===== src/rtl/main_pkg.sv =====
// main_pkg: shared types and constants for the least-significant-zero finder.
//   state_t  : search FSM states
//   DATA_W   : operand / result width
//   CNT_W    : bit-index counter width (must hold DATA_W)
//   NO_ZERO  : result reported when the operand contains no zero bit
package main_pkg;

   localparam int DATA_W = 32;
   localparam int CNT_W  = 6;

   localparam logic [CNT_W-1:0] NO_ZERO = CNT_W'(DATA_W);

   typedef enum logic [1:0] {
      LOAD = 2'd0,
      SCAN = 2'd1,
      DONE = 2'd2
   } state_t;

endpackage


===== src/rtl/lsz_scan_dp.sv =====
// lsz_scan_dp: datapath of the least-significant-zero finder.
//   clk, rst  : clock, asynchronous active-high reset
//   load      : capture sw into the shift register and clear the counter
//   shift_en  : shift one bit right (1 enters the MSB) and bump the counter
//   sw        : operand word
//   cnt       : index of the bit currently at shift[0]
//   done      : current bit is zero, or every bit has been examined
module lsz_scan_dp
   import main_pkg::*;
(
   input  logic              clk,
   input  logic              rst,
   input  logic              load,
   input  logic              shift_en,
   input  logic [DATA_W-1:0] sw,
   output logic [CNT_W-1:0]  cnt,
   output logic              done
);

   logic [DATA_W-1:0] shift_q;

   always_ff @(posedge clk or posedge rst) begin
      if (rst) begin
         shift_q <= '0;
         cnt     <= '0;
      end else if (load) begin
         shift_q <= sw;
         cnt     <= '0;
      end else if (shift_en) begin
         // Filling with ones keeps shifted-in bits from looking like a zero.
         shift_q <= {1'b1, shift_q[DATA_W-1:1]};
         cnt     <= cnt + 1'b1;
      end
   end

   // The counter stops at NO_ZERO because the FSM leaves SCAN once done rises.
   assign done = ~shift_q[0] | (cnt == NO_ZERO);

endmodule


===== src/rtl/main.sv =====
// main: sequential least-significant-zero-bit finder.
//   clk, rst : clock, asynchronous active-high reset
//   SW       : operand word, captured at the start of each search
//   HEX      : index of the lowest zero bit of the captured operand
//              (DATA_W when none), zero-extended and held until the
//              next search completes
module main
   import main_pkg::*;
(
   input  logic              clk,
   input  logic              rst,
   input  logic [DATA_W-1:0] SW,
   output logic [DATA_W-1:0] HEX
);

   state_t            state;
   logic [DATA_W-1:0] sw_cap;
   logic [CNT_W-1:0]  cnt;
   logic              done;
   logic              load;
   logic              shift_en;

   assign load     = (state == LOAD);
   assign shift_en = (state == SCAN) && !done;

   lsz_scan_dp u_dp (
      .clk      (clk),
      .rst      (rst),
      .load     (load),
      .shift_en (shift_en),
      .sw       (SW),
      .cnt      (cnt),
      .done     (done)
   );

   always_ff @(posedge clk or posedge rst) begin
      if (rst) begin
         state  <= LOAD;
         HEX    <= '0;
         sw_cap <= '0;
      end else begin
         case (state)
            LOAD: begin
               sw_cap <= SW;
               state  <= SCAN;
            end
            SCAN: begin
               if (done) begin
                  HEX   <= DATA_W'(cnt);
                  state <= DONE;
               end
            end
            DONE: begin
               // HEX keeps the previous result through the next search.
               if (SW != sw_cap) state <= LOAD;
            end
            default: state <= LOAD;
         endcase
      end
   end

endmodule


===== config.mk =====
export PLATFORM = sky130hd
export DESIGN_NAME = main
export DESIGN_NICKNAME = d
export VERILOG_FILES = /design/src/rtl/main_pkg.sv /design/src/rtl/lsz_scan_dp.sv /design/src/rtl/main.sv
export SDC_FILE = /design/constraint.sdc
export NUM_CORES = 1
export LEC_CHECK = 0
export CORE_MARGIN = 2
export CORE_UTILIZATION = 45
export CTS_CLUSTER_DIAMETER = 100
export DETAILED_ROUTE_END_ITERATION = 12
export DONT_BUFFER_PORTS = 1
export GPL_TIMING_DRIVEN = 0
export PLACE_DENSITY = 0.59
export SLEW_MARGIN = 30
export SYNTH_ARGS = -nofsm -noshare
export SYNTH_HDL_FRONTEND = slang
export SYNTH_SLANG_ARGS = --single-unit

===== constraint.sdc =====
create_clock -name clk -period 3.4 [get_ports clk]
set_input_delay 0.68 -clock clk [delete_from_list [all_inputs] [get_ports clk]]
set_output_delay 0.68 -clock clk [all_outputs]
set_load 0.01 [all_outputs]

==> flow_summary.yaml <==
timing:
  setup_ws_ps: 1600
  final.setup.tns_ps: 0
  hold_viol: 0
  max_slew_margin: 0.611
  slew_violations: 0
  period_minus_slack_ps: 1800
  setup_viol: 0
  rsz0062_at_grt: "false"
  timing.fmax_mhz: 556
  worst_pin_slew_ps: 581
  clock_skew_ps: 11.9
  post-route-period-util: 0.529
floorplan:
  die_h_um: 94.3
  die_w_um: 94.3
  core_um2: 7810
  start_util: 0.470
  rows: 32
  die-area_um2: 8890
  io_pins: 66
drt:
  ant_nets: 0
  wl_um: 7540
  first_pass_iters: 4
  drtIter0Drc: 92
  num_vias: 2338
  vias_per_cell: 5.24
  drc: 0
  wl_per_cell_um: 16.9
cells_and_area:
  fin_util: 0.530
  nNetsFinal: 376
  final_area_um2: 4140
  antennaDiodeCount: 0
  fin_cells: 446
  drive_gt1_frac: 0.166
  area_growth_syn_to_layout_pct: 12.8
worst_setup_path:
  path_cells: "inv_1, ha_1, a311oi_2, nor2_2, buf_6, a221o_1"
  worstPathRequired_ps: 3640
  end_kind: "register"
  critical_path.slowest_cell: "dfrtp_1"
  critPathLaunchType: "register"
  cp_top_family: "compound AO/OA/AOI/OAI gates"
  critPathMaxFanout: 10
  worstPathArrival_ps: 2040
  path_class: "reg -> reg"
  cp_num_buf_inv: 2
  critPathMaxStageDelay_ps: 420
global_routing:
  grt_first_pass_wirelength_um: 12300
  track_usage: 0.186
  use_met2: 0.281
  antenna_found_initial: 0
  grt_max_degree: 41
  grt_overflow: 0
  grt_use_met1: 0.251
  grt_busiest_layer: "met2"
  grt_pass1_vias: 2418
  grt_use_met3: 0.0562
clocking:
  cts_resized: 0
  cts-root-buf: "clkbuf_8"
  cts_tree: "built"
  path_clk_slew_ps: 80
  clock_sinks: 78
  hold_buffers: 0
  h-tree-depth: 3
  clk_path_buf_depth: 2
  cts_setup_buffers: 0
  cts_buffers: 9
  clk_latency_ps: 350
logic_synthesis:
  synth.distinct_cells: 37
  syn_inst: 303
  muxShareOfSynthArea: 0.0252
  synth-edff-count: 0
  ys_ff_latch: 78
  syn_area_per_cell_um2: 12.1
  synth_ff_type: "dfrtp_1"
  synthAdderAreaFrac: 0.00682
  synth_area_um2: 3670
  synthArstFlopShare: 1.00
  yosysWarnings: 0
  synth_xor_area_frac: 0.0764
  ys_seq_area_frac: 0.532
  synth_compound_area_frac: 0.170
  synth-simple-area-share: 0.107
  synth_top_family_by_area: "compound AO/OA/AOI/OAI gates"
place:
  place_ws_ps: 1620
  place_hpwl_um: 5280
  dp_cells: 431
  port_buffers: 0
  gp_congestion: 0.714
  dpl_cell_area_um2: 3910
run:
  max_cap_viol_count: 0
run_status:
  status: "finished, final reports clean"
power:
  peakVddDrop_uv: 435
  p_leak_nw: 2.06
  p_per_area_nw_per_um2: 946
hold_path:
  min_path_type: "in -> async"
==> cells in the mapped netlist, drive strengths merged (2+ instances only) <==
master  instances  area [um^2]
a221o          31          310
buf            33          251
and2           31          194
xnor2          29          254
a211o           3         26.3
inv             5         18.8
clkbuf          7         26.3
xor2            3         26.3
dfrtp          78         1950
and3            3         18.8
nor2            2         10.0
mux2            7         82.6
a21o           31          233
nand4           7         43.8
nor4            2         12.5
nand2           7         26.3
ha              2         25.0
nand3           5         25.0
or2             2         12.5
nor3            5         36.3
==> cells in the final DEF (no fill, tap or decap), drive strengths merged <==
cell type  synthesis  routed
a21oi              1       1
a311o              1       1
a221o             31      31
buf               33      34
nand2b             1       1
xnor2             29      29
a31o               1       1
or2                2       2
a21o              31      31
o31ai              1       1
bufinv             0       2
ha                 2       2
conb               1      26
nand4              7       7
nand2              7       7
nor2               2       2
clkbuf             7      18
o21ai              1       1
nor3               5       5
a311oi             1       1
xor2               3       3
and3               3       3
dfrtp             78      78
clkinv             0       2
a211o              3       3
nand3              5       5
nor4               2       2
inv                5       5
mux2               7       7
and2              31      31
nand3b             1       1
mux2i              1       1
==> flip-flops by register name, summed over array words and instances, names as in the netlist <==
signal and cells:
u_dp.cnt 6, HEX 6, state 2, u_dp.shift_q 32
sw_cap 32
==> cell families (layout without fill, tap and decap cells) <==
kind of cell    Yosys count  count (layout)
mux                       8               8
fa+ha+maj                 2               2
simple gates             66              66
compound gates           71              71
buf+inv                  45              61
other cells               1              26
flops                    78              78
xor+xnor                 32              32
==> path summary, 6_finish.rpt <==
path | start | end | slack, ps | depth (start not counted)
max reg2reg | u_dp.cnt[0] | u_dp.shift_q[22] | 1600 | 6
max in group asynchronous | rst | u_dp.shift_q[5] | 2680 | 2
min | rst | sw_cap[12] | 170 | 1
min in group clk | SW[31] | sw_cap[31] | 470 | 2
max | u_dp.cnt[0] | u_dp.shift_q[22] | 1600 | 6
min reg2reg | sw_cap[29] | sw_cap[29] | 500 | 1
==> report_power, final <==
part | switching, W | total (W) | internal (W)
registers | 0.000283 | 0.00164 | 0.00135
logic | 0.000744 | 0.00149 | 0.000744
clock network | 0.000338 | 0.000785 | 0.000447
==> metal layers <==
layer	vias to the layer above	wire length (um)
li1	1109	-
met1	1144	3460
met2	75	3340
met3	10	608
met4	0	140
met5	-	0
==> stage by stage <==
stage	power [W]	hold WS, ps
after global routing	0.00419	205
after detailed placement	0.00315	486
after floorplan	0.00277	465
after global placement	0.00311	479
after CTS	0.00393	189
final	0.00391	173
==> final cells by class <==
class / instances / area, um^2
tap: 102 / 128
buffer: 40 / 278
multi-input combinational: 205 / 1510
sequential: 78 / 1950
clock buffer: 11 / 151
inverter: 5 / 23.8
timing repair buffer: 1 / 20.0
fill: 700 / 3670
clock inverter: 4 / 70.1
(Power assumes the default switching activity.)
